## src/rtl/golden_nonce_filter_pkg.sv

```systemverilog
`default_nettype none
// ============================================================================
// Module   : golden_nonce_filter_pkg
// Purpose  : Shared types, constants and helpers for the golden-nonce filter.
//            - SHA word positions inside the 256-bit finisher hash
//            - byte swap between hash byte order and SHA word order
//            - saturating-counter increment enable
//            - FIFO entry layout {nonce, h6}
// Revision : 1.0 - initial release
// ============================================================================
package golden_nonce_filter_pkg;

  localparam int WORD_W  = 32;
  localparam int H6_LSB  = 192;
  localparam int H7_LSB  = 224;
  localparam int ENTRY_W = 2 * WORD_W;

  // One FIFO entry: the golden nonce and the H6 word it produced.
  typedef struct packed {
    logic [WORD_W-1:0] nonce;
    logic [WORD_W-1:0] h6;
  } golden_entry_t;

  // Converts a hash word as delivered by the finisher into SHA word order.
  function automatic logic [WORD_W-1:0] byteswap32(input logic [WORD_W-1:0] x);
    return {x[7:0], x[15:8], x[23:16], x[31:24]};
  endfunction

  // Increment enable for a counter that must stick at all-ones.
  function automatic logic sat_inc_en(input logic inc, input logic at_max);
    return inc & ~at_max;
  endfunction

endpackage
`default_nettype wire

```

## src/rtl/golden_nonce_filter_if.sv

```systemverilog
`default_nettype none
// ============================================================================
// Module   : golden_nonce_filter_if
// Purpose  : Valid/ready stream carrying golden nonces toward the host link.
//            Ports (signals):
//              out_valid - FIFO head available
//              out_ready - consumer accepts head
//              out_nonce - golden nonce at FIFO head
//              out_h6    - H6 word of that hash (SHA word order)
//            master: the filter (drives valid/data), slave: the consumer.
// Revision : 1.0 - initial release
// ============================================================================
interface golden_nonce_filter_if;
  import golden_nonce_filter_pkg::*;

  logic              out_valid;
  logic              out_ready;
  logic [WORD_W-1:0] out_nonce;
  logic [WORD_W-1:0] out_h6;

  modport master (
    output out_valid,
    output out_nonce,
    output out_h6,
    input  out_ready
  );

  modport slave (
    input  out_valid,
    input  out_nonce,
    input  out_h6,
    output out_ready
  );

endinterface
`default_nettype wire

```

## src/rtl/golden_nonce_filter_nonce_fifo.sv

```systemverilog
`default_nettype none
// ============================================================================
// Module   : golden_nonce_filter_nonce_fifo
// Purpose  : Show-ahead circular FIFO with simultaneous push/pop support.
//            Ports:
//              clk, rst  - clock, synchronous active-high reset
//              push_i    - write data_i (ignored when full without a pop)
//              data_i    - entry to write
//              pop_i     - consumer ready; pops only when not empty
//              data_o    - head entry, zero while empty
//              valid_o   - FIFO not empty
//              full_o    - FIFO holds DEPTH entries
// Revision : 1.0 - initial release
// ============================================================================
module golden_nonce_filter_nonce_fifo #(
  parameter int WIDTH = 64,
  parameter int DEPTH = 4
) (
  input  logic             clk,
  input  logic             rst,
  input  logic             push_i,
  input  logic [WIDTH-1:0] data_i,
  input  logic             pop_i,
  output logic [WIDTH-1:0] data_o,
  output logic             valid_o,
  output logic             full_o
);

  localparam int AW = $clog2(DEPTH);

  // Pointers carry one extra bit so full and empty are distinguishable.
  typedef logic [AW:0] ptr_t;

  ptr_t             wr_ptr_q, wr_ptr_d;
  ptr_t             rd_ptr_q, rd_ptr_d;
  logic [WIDTH-1:0] mem_q [DEPTH];

  logic w_empty;
  logic w_full;
  logic w_do_pop;
  logic w_do_push;

  always_comb begin
    w_empty   = (wr_ptr_q == rd_ptr_q);
    w_full    = (wr_ptr_q[AW] != rd_ptr_q[AW]) &&
                (wr_ptr_q[AW-1:0] == rd_ptr_q[AW-1:0]);
    w_do_pop  = pop_i && !w_empty;
    // A push into a full FIFO is legal when the head leaves on the same edge.
    w_do_push = push_i && (!w_full || w_do_pop);
    wr_ptr_d  = wr_ptr_q + ptr_t'(w_do_push);
    rd_ptr_d  = rd_ptr_q + ptr_t'(w_do_pop);
  end

  always_ff @(posedge clk) begin
    if (rst) begin
      wr_ptr_q <= '0;
      rd_ptr_q <= '0;
    end else begin
      wr_ptr_q <= wr_ptr_d;
      rd_ptr_q <= rd_ptr_d;
    end
  end

  // Storage is not reset; the head is masked while empty instead.
  always_ff @(posedge clk) begin
    if (w_do_push) begin
      mem_q[wr_ptr_q[AW-1:0]] <= data_i;
    end
  end

  always_comb begin
    data_o  = w_empty ? '0 : mem_q[rd_ptr_q[AW-1:0]];
    valid_o = !w_empty;
    full_o  = w_full;
  end

endmodule
`default_nettype wire

```

## src/rtl/golden_nonce_filter.sv

```systemverilog
`default_nettype none
// ============================================================================
// Module   : golden_nonce_filter
// Purpose  : Filters double-SHA finisher results for shares. Drops warm-up
//            results after reset/new work, tests H7==0 and H6<=share target,
//            queues golden {nonce,h6} in a FIFO and keeps saturating stats.
//            Ports:
//              clk, rst          - clock, synchronous active-high reset
//              new_work_i        - upstream work changed; restart warm-up skip
//              share_target_i    - max H6 (SHA word order) for a golden result
//              in_accepted_i     - finisher result strobe
//              in_hash_i         - hash, valid the cycle after the strobe
//              in_nonce_i        - nonce for in_hash_i
//              out_if            - golden nonce stream (master)
//              hashes_checked_o  - results evaluated after the skip window
//              golden_count_o    - results pushed into the FIFO
//              drop_count_o      - golden results lost to a full FIFO
// Revision : 1.0 - initial release
// ============================================================================
module golden_nonce_filter
  import golden_nonce_filter_pkg::*;
#(
  parameter int FIFO_DEPTH   = 4,
  parameter int SKIP_RESULTS = 2,
  parameter int CNT_W        = 32
) (
  input  logic                  clk,
  input  logic                  rst,
  input  logic                  new_work_i,
  input  logic [WORD_W-1:0]     share_target_i,
  input  logic                  in_accepted_i,
  input  logic [255:0]          in_hash_i,
  input  logic [WORD_W-1:0]     in_nonce_i,
  golden_nonce_filter_if.master out_if,
  output logic [CNT_W-1:0]      hashes_checked_o,
  output logic [CNT_W-1:0]      golden_count_o,
  output logic [CNT_W-1:0]      drop_count_o
);

  localparam int SKIP_W = (SKIP_RESULTS < 1) ? 1 : $clog2(SKIP_RESULTS + 1);
  localparam logic [SKIP_W-1:0] SKIP_LOAD = SKIP_W'(SKIP_RESULTS);

  logic              acc_q;
  logic [SKIP_W-1:0] skip_q, skip_d;
  logic [CNT_W-1:0]  checked_q, checked_d;
  logic [CNT_W-1:0]  golden_q, golden_d;
  logic [CNT_W-1:0]  drop_q, drop_d;

  logic [WORD_W-1:0] w_h7;
  logic [WORD_W-1:0] w_h6;
  logic              w_golden;
  logic              w_live;
  logic              w_pop;
  logic              w_push;
  logic              w_drop;
  logic              w_fifo_valid;
  logic              w_fifo_full;
  golden_entry_t     w_entry;
  golden_entry_t     w_head;
  logic              w_unused_hash;

  // Only H6/H7 take part in the share test.
  assign w_unused_hash = ^in_hash_i[H6_LSB-1:0];

  always_comb begin
    w_h7     = in_hash_i[H7_LSB +: WORD_W];
    w_h6     = byteswap32(in_hash_i[H6_LSB +: WORD_W]);
    w_golden = (w_h7 == '0) && (w_h6 <= share_target_i);
    // A result coinciding with new_work belongs to the old work: ignore it.
    w_live   = acc_q && !new_work_i && (skip_q == '0);
    w_pop    = w_fifo_valid && out_if.out_ready;
    w_push   = w_live && w_golden && (!w_fifo_full || w_pop);
    w_drop   = w_live && w_golden && w_fifo_full && !w_pop;
    w_entry  = '{nonce: in_nonce_i, h6: w_h6};
  end

  always_comb begin
    skip_d = skip_q;
    if (new_work_i) begin
      skip_d = SKIP_LOAD;
    end else if (acc_q && (skip_q != '0)) begin
      skip_d = skip_q - 1'b1;
    end
  end

  always_comb begin
    checked_d = checked_q + CNT_W'(sat_inc_en(w_live, &checked_q));
    golden_d  = golden_q  + CNT_W'(sat_inc_en(w_push, &golden_q));
    drop_d    = drop_q    + CNT_W'(sat_inc_en(w_drop, &drop_q));
  end

  always_ff @(posedge clk) begin
    if (rst) begin
      acc_q     <= 1'b0;
      skip_q    <= SKIP_LOAD;
      checked_q <= '0;
      golden_q  <= '0;
      drop_q    <= '0;
    end else begin
      acc_q     <= in_accepted_i;
      skip_q    <= skip_d;
      checked_q <= checked_d;
      golden_q  <= golden_d;
      drop_q    <= drop_d;
    end
  end

  golden_nonce_filter_nonce_fifo #(
    .WIDTH (ENTRY_W),
    .DEPTH (FIFO_DEPTH)
  ) u_fifo (
    .clk     (clk),
    .rst     (rst),
    .push_i  (w_push),
    .data_i  (w_entry),
    .pop_i   (out_if.out_ready),
    .data_o  (w_head),
    .valid_o (w_fifo_valid),
    .full_o  (w_fifo_full)
  );

  assign out_if.out_valid = w_fifo_valid;
  assign out_if.out_nonce = w_head.nonce;
  assign out_if.out_h6    = w_head.h6;

  assign hashes_checked_o = checked_q;
  assign golden_count_o   = golden_q;
  assign drop_count_o     = drop_q;

endmodule
`default_nettype wire

```

## src/flat_wrapper.sv

```systemverilog
// flat-port wrapper written by rule: the top's interface ports become plain ports
module golden_nonce_filter_flat import golden_nonce_filter_pkg::*;
#(
  parameter int FIFO_DEPTH   = 4,
  parameter int SKIP_RESULTS = 2,
  parameter int CNT_W        = 32
)
  (clk, rst, new_work_i, share_target_i, in_accepted_i, in_hash_i, in_nonce_i, hashes_checked_o, golden_count_o, drop_count_o, out_if_out_valid, out_if_out_nonce, out_if_out_h6, out_if_out_ready);
  golden_nonce_filter_if out_if_i ();
  input  logic clk;
  input  logic rst;
  input  logic new_work_i;
  input  logic [WORD_W-1:0] share_target_i;
  input  logic in_accepted_i;
  input  logic [255:0] in_hash_i;
  input  logic [WORD_W-1:0] in_nonce_i;
  output logic [CNT_W-1:0] hashes_checked_o;
  output logic [CNT_W-1:0] golden_count_o;
  output logic [CNT_W-1:0] drop_count_o;
  output wire logic [$bits(out_if_i.out_valid)-1:0] out_if_out_valid;
  output wire logic [$bits(out_if_i.out_nonce)-1:0] out_if_out_nonce;
  output wire logic [$bits(out_if_i.out_h6)-1:0] out_if_out_h6;
  input wire logic [$bits(out_if_i.out_ready)-1:0] out_if_out_ready;
  assign out_if_out_valid = out_if_i.out_valid;
  assign out_if_out_nonce = out_if_i.out_nonce;
  assign out_if_out_h6 = out_if_i.out_h6;
  assign out_if_i.out_ready = out_if_out_ready;
  golden_nonce_filter #(.FIFO_DEPTH(FIFO_DEPTH), .SKIP_RESULTS(SKIP_RESULTS), .CNT_W(CNT_W)) u_core (.clk(clk), .rst(rst), .new_work_i(new_work_i), .share_target_i(share_target_i), .in_accepted_i(in_accepted_i), .in_hash_i(in_hash_i), .in_nonce_i(in_nonce_i), .out_if(out_if_i), .hashes_checked_o(hashes_checked_o), .golden_count_o(golden_count_o), .drop_count_o(drop_count_o));
endmodule
```

## config.mk

```make
export PLATFORM = sky130hd
export DESIGN_NAME = golden_nonce_filter_flat
export DESIGN_NICKNAME = d
export VERILOG_FILES = /design/src/rtl/golden_nonce_filter_pkg.sv /design/src/rtl/golden_nonce_filter_if.sv /design/src/rtl/golden_nonce_filter_nonce_fifo.sv /design/src/rtl/golden_nonce_filter.sv /design/src/flat_wrapper.sv
export SDC_FILE = /design/constraint.sdc
export NUM_CORES = 1
export LEC_CHECK = 0
export CORE_AREA = 2 2 189 191
export DETAILED_ROUTE_END_ITERATION = 6
export DIE_AREA = 0 0 191 193
export PLACE_DENSITY = 0.76
export RECOVER_POWER = 50
export SLEW_MARGIN = 10
export SYNTH_ARGS = -nofsm -noshare
export SYNTH_HDL_FRONTEND = slang
export SYNTH_SLANG_ARGS = --single-unit
```

## constraint.sdc

```tcl
create_clock -name clk -period 17.1 [get_ports clk]
set_input_delay 4.275 -clock clk [delete_from_list [all_inputs] [get_ports clk]]
set_output_delay 4.275 -clock clk [all_outputs]
set_load 0.03 [all_outputs]
```

Word level (Yosys, flattened, before mapping). Memory sizes are Yosys's and may differ from the RTL's. A register that Yosys moved wholly into a read port is not among the register bits. Cells that the tools add are included.

Register bits after elaboration: 105. Bits in writable memories: 256. Input port bits: 325. Word-level logic and storage cells: 51. Memories: 1.

Memories: u_core.u_fifo.mem_q (words 4, width 64, rd ports 1, clocked after memory_dff 1, wr ports 1, RTL line golden_nonce_filter_nonce_fifo.sv:36) `logic [WIDTH-1:0] mem_q [DEPTH];`.

Add/sub/neg operators: 6. Order comparisons: 1. Equal/unequal tests: 3. Multiplexer cells: 4. Bitwise gates (word level): 6. Reduce and logical (&&, ||, !) cells: 23.

Operator list (count): adder 32 x 1 -> 32 bit (3); AND reduction 32 bit (3); two-way mux 64 bit (1); less-or-equal comparator 32 bit (1); zero test 32 bit (1); logical AND 1 bit (11); adder 3 x 1 -> 3 bit (2); zero test 1 bit (4); AND 1 bit (3); equality test 3 bit (1); NOT 1 bit (3); equality test 2 bit (1); zero test 2 bit (1); two-way mux 1 bit (2); two-way mux 2 bit (1); nonzero test 2 bit (1); OR reduction 2 bit (1); subtractor 2 x 1 -> 2 bit (second input constant) (1); logical OR 1 bit (1); != test 1 bit (1).

Depth between registers and ports, before layout.
Depth after elaboration: 8. Depth in mapped cells: 14.

Modules after synthesis. Synthesis repeated with hierarchy kept, for this count alone.

Cells, all modules: 1062. Area, all modules: 15245.9 sq um.

Modules (own cells, without submodules): golden_nonce_filter_nonce_fifo (times used 1, cells an instance 437, area each 10023.4 sq um); golden_nonce_filter (times used 1, cells an instance 625, area each 5222.5 sq um).

Worst setup path after synthesis. OpenSTA, ideal clock, no wires.

Path kind: in2reg. From: in share_target_i[15]. To: mem u_core.u_fifo.mem_q[0][0], enable pin. Data arrival time: 11504 ps. Required time: 16456 ps. Path slack: 4952 ps. Stages: 7. Path buffers: 0. Cells stage by stage: inv_1 -> ha_1 -> nand4_1 -> nor4_1 -> nor2b_1 -> o31a_1 -> nor4_1.

Longest elaborated chain between the ends: 7.

RTL lines: start, declared (RTL line flat_wrapper.sv:13) `input logic [WORD_W-1:0] share_target_i;`; less-or-equal comparator 32 bit (RTL line golden_nonce_filter.sv:68) `w_golden = (w_h7 == '0) && (w_h6 <= share_target_i);`; logical AND 1 bit (RTL line golden_nonce_filter.sv:68); logical AND 1 bit (2 in series) (RTL line golden_nonce_filter.sv:72) `w_push = w_live && w_golden && (!w_fifo_full || w_pop);`; logical AND 1 bit (RTL line golden_nonce_filter_nonce_fifo.sv:49) `w_do_push = push_i && (!w_full || w_do_pop);`; two-way mux 1 bit (RTL line golden_nonce_filter_nonce_fifo.sv:66) `if (w_do_push) begin`; two-way mux 1 bit (implied by the code) (RTL line golden_nonce_filter_nonce_fifo.sv:67) `mem_q[wr_ptr_q[AW-1:0]] <= data_i;`; end, declared (RTL line golden_nonce_filter_nonce_fifo.sv:36).

Every way passes these cells.

Final worst setup path.
From: in in_hash_i[194]. To: reg u_core.golden_q[27] (netlist: u_core.golden_count_o[27]).

Longest elaborated chain between the ends: 6.

RTL lines: start, declared (RTL line flat_wrapper.sv:15) `input logic [255:0] in_hash_i;`; less-or-equal comparator 32 bit (RTL line golden_nonce_filter.sv:68); logical AND 1 bit (RTL line golden_nonce_filter.sv:68); logical AND 1 bit (2 in series) (RTL line golden_nonce_filter.sv:72); AND 1 bit (RTL line golden_nonce_filter_pkg.sv:31) `return inc & ~at_max;`; adder 32 x 1 -> 32 bit (RTL line golden_nonce_filter.sv:88) `golden_d = golden_q + CNT_W'(sat_inc_en(w_push, &golden_q));`; end signal, assigned (RTL line golden_nonce_filter.sv:103) `golden_q <= golden_d;`; end, declared (RTL line golden_nonce_filter.sv:46) `logic [CNT_W-1:0] golden_q, golden_d;`.

Every way passes these cells. A chain may end at the register's enable or synchronous reset.

==> key figures <==
Routing
  • Via/cell ratio: 5.32
  • Post-Route WL: 36.2 mm
  • Routed Antenna Nets: 0
  • Via Count: 10.0k
  • DRT iter0 DRCs: 524
  • Post-route DRC: 0
  • TritonRoute pass-1 iters: 5
  • Post-DR wirelength/cell: 19.3 um

Global routing
  • First-pass GRT wire length: 55.8 mm
  • GRT overflow: 0
  • Vias in the first global route: 10.1k
  • Largest net degree at the start of global routing: roughly 110
  • Antenna violations before repair: 11
  • Tot GR Track Use: 19.7%

Outcome
  • Violated checks: max-capacitance violations, max-slew violations
  • Status: finished, violations left

Hold path
  • Worst min path class: reg -> reg
  • Worst hold stages: 2
  • Hold Path Sink: u_core.golden_count_o[23]
  • Hold Crit Start: u_core.golden_count_o[23]

STA
  • Unrepaired setup endpoints after global routing: no
  • Fin crit period: 8.50 ns
  • Final Skew: 0.0153 ns
  • Slew margin rel.: -212%
  • Least-Margin Pin Slew: 4.68 ns
  • Post-Route Setup TNS: 0 ns
  • Slew Limit Fails: 107
  • Final setup viols: 0
  • Final hold vios: 0
  • Period Utilization, post-route: between 40% and 50%
  • F_max: 118 MHz

Power
  • P per Cell Area: ~89 nW/um2
  • Internal: 0.00141 W
  • Max VDD drop: 59.9 uV
  • Leak: 6.80 nW
  • Clk pwr share: 43.8%
  • Gate power share: 3.4%
  • Sw Pwr: 0.000360 W
  • Sequential share of power: a little over half
  • Sw Share: a little over 20%

Clocking
  • Clk_lat worst skew: between 0.5 and 0.6 ns
  • Clock slew at reported path FFs: 0.05 ns
  • CTS Sinks: around 360
  • CTS resizes: 0
  • Hold buffers post-CTS: 0
  • CTS tree: built
  • Clock root cell: clkbuf_16
  • H-Tree Depth: 2
  • CTS buffer count: 39
  • CTS max path bufs: 3
  • Post-CTS Setup Bufs: 0

Critical path
  • Crit-path max cell delay: approximately 0.63 ns
  • CP startpoint kind: input pin
  • R2r endpoint: u_core.drop_count_o[16]
  • Worst R2R Path Depth: 12
  • Critical path required time: 17.50 ns
  • Worst-path cell chain: dlygate4sd3_1 -> ha_1 -> nand4_1 -> nor4_1 -> a22oi_1 -> nor4_1 -> ha_1 -> nand2_1 -> or4_4 -> or4_4 -> or3_1 -> a21oi_1
  • Critical-path top delay cell: dlygate4sd3_1
  • Critical path class: in -> reg
  • Crit-path max FO: 7
  • R2r setup slk: 12.20 ns
  • Reg2Reg Launch Point: u_core.u_fifo.rd_ptr_q[0]
  • WP data arrival: approximately 8.9 ns
  • CP Capture Type: flop

Final layout
  • Nets: around 1.8k
  • Share of cells above drive strength 1: a little under 10%
  • Final instance area: 19900 um2
  • Fill count: approximately 2.8k
  • Area Growth Syn to Fin: 30.1%
  • Fin util: 56.8%
  • Commonest cells after routing, fill and taps aside: 256 x edfxtp_1, 160 x dlygate4sd3_1, 132 x clkdlybuf4s50_1
  • Commonest non-fill, non-tap cell in the layout: edfxtp_1

Synth
  • Prevailing post-synth register cell: edfxtp_1
  • Post-synthesis cell area: between 15000 and 20000 um2
  • FF+latch count, synth: 361
  • Mean post-synth cell area: 14.1 um2
  • Synth area leaders: edfxtp_1 50%, dfxtp_1 14%, mux4_2 9.4%, ha_1 3.5%, nor2b_1 3.2%
  • Post-synth ARST share: 0%
  • Yosys cell types: 47
  • Mapped Cells: 1087
  • Top-area cell type share of the netlist area: 50.3%
  • Post-synth EDFFs: about 260
  • Warning count from the yosys run: 0
  • Sequential fraction of the synthesis area: 64.1%
  • Post-synth net total: 1455
  • Synth area leader: edfxtp_1

Floorplanning
  • Core area: 35000 um2
  • Die footprint: around 37000 um2
  • Initial Utilization: 43.7%
  • Die Ht: a little under 200 um
  • IO Count: 486
  • Row count: between 60 and 70
  • Die span in x: 191 um

Placed design
  • Cell Area, Placed: 18700 um2
  • I/O Buffers: 293
  • Placer Congestion: 0.813
  • DP HPWL: 24.0 mm

Flow run
  • Max-cap violations: 1
[cells by family after synthesis]
kind of cell             synth area share [%]
AO/OA/AOI/OAI                            2.83
XOR/XNOR                                 4.07
buffers and inverters                    2.31
adder cells (fa/ha/maj)                  3.52
flip-flops                               64.1
AND/OR/NAND/NOR                          13.7
multiplexers                             9.44
[area by class of cell]
cell class | count | area [um2] | share of cell area [%]
sequential | 361 | 9800 | 49.3
multi-input combinational | 640 | 5160 | 26.0
timing repair buffer | 299 | 2970 | 15.0
clock buffer | 52 | 1040 | 5.23
tap | 461 | 577 | 2.90
inverter | 49 | 184 | 0.926
clock inverter | 13 | 126 | 0.636
antenna | 4 | 10.0 | 0.0504
[critical path: cells and delay by family]
kind	cells	cell delay [ns]
AND/OR/NAND/NOR	7	2.82
adder cells (fa/ha/maj)	2	0.62
AO/OA/AOI/OAI	2	0.54
buffers and inverters	1	0.63
[routing by layer]
layer	vias to the layer above	share of wire, %	wire (um)	track usage (%)
met1	4901	42	15200	25.7
li1	4706	-	-	-
met5	-	0.26	94	0
met3	60	9.5	3450	6.53
met4	14	1.7	602	4.68
met2	319	47	16900	31.8
[registers in the layout (all words and copies together), names as in the netlist]
register	cells
u_core.skip_q	2
u_core.golden_count_o	32
u_core.u_fifo.mem_q	256
u_core.acc_q	1
u_core.u_fifo.wr_ptr_q	3
u_core.drop_count_o	32
u_core.u_fifo.rd_ptr_q	3
u_core.hashes_checked_o	32
[Yosys cell counts (all sizes together), types with 23 or more instances]
cell,count
inv,49
ha,43
nor2b,78
nand4,30
nor2,79
mux4,64
or3,23
a21oi,39
xnor2,46
edfxtp,256
clkbuf,27
o21ai,28
nor4,34
dfxtp,105
nand3,44
nand2,40
xor2,25
[power groups by stage]
stage	sequential [W]	combinational, W	clock [W]
detailed placement	0.000953	0.0000628	0
global route	0.000934	0.0000661	0.000829
finish	0.000935	0.0000596	0.000775
CTS	0.000935	0.0000633	0.000799
floorplan	0.000954	0.0000184	0
global placement	0.000953	0.0000606	0
[worst max-delay path by stage]
stage | start | end | slack [ns] | cells past startpoint
2_1_floorplan | share_target_i[15] | u_core.u_fifo.mem_q[0][0] | 4.95 | 7
3_3_place_gp | share_target_i[28] | u_core.golden_count_o[27] | 7.99 | 13
3_5_place_dp | share_target_i[28] | u_core.golden_count_o[27] | 7.95 | 13
4_1_cts | share_target_i[28] | u_core.golden_count_o[27] | 8.51 | 13
5_1_grt | in_hash_i[195] | u_core.golden_count_o[31] | 8.18 | 12
6_report | in_hash_i[194] | u_core.golden_count_o[27] | 8.60 | 12
[metrics by stage]
| stage | std cells | total power, W | hold WS, ns | setup slack, ns |
|---|---|---|---|---|
| floorplan | 1087 | 0.000973 | 0.453 | 4.95 |
| global placement | 1810 | 0.00101 | 0.464 | 7.99 |
| detailed placement | 1810 | 0.00102 | 0.488 | 7.95 |
| CTS | 1875 | 0.00180 | 0.502 | 8.51 |
| global route | 1878 | 0.00183 | 0.540 | 8.18 |
| finish | 1879 | 0.00177 | 0.504 | 8.60 |
Note: power is estimated with default switching activity, not from simulation.
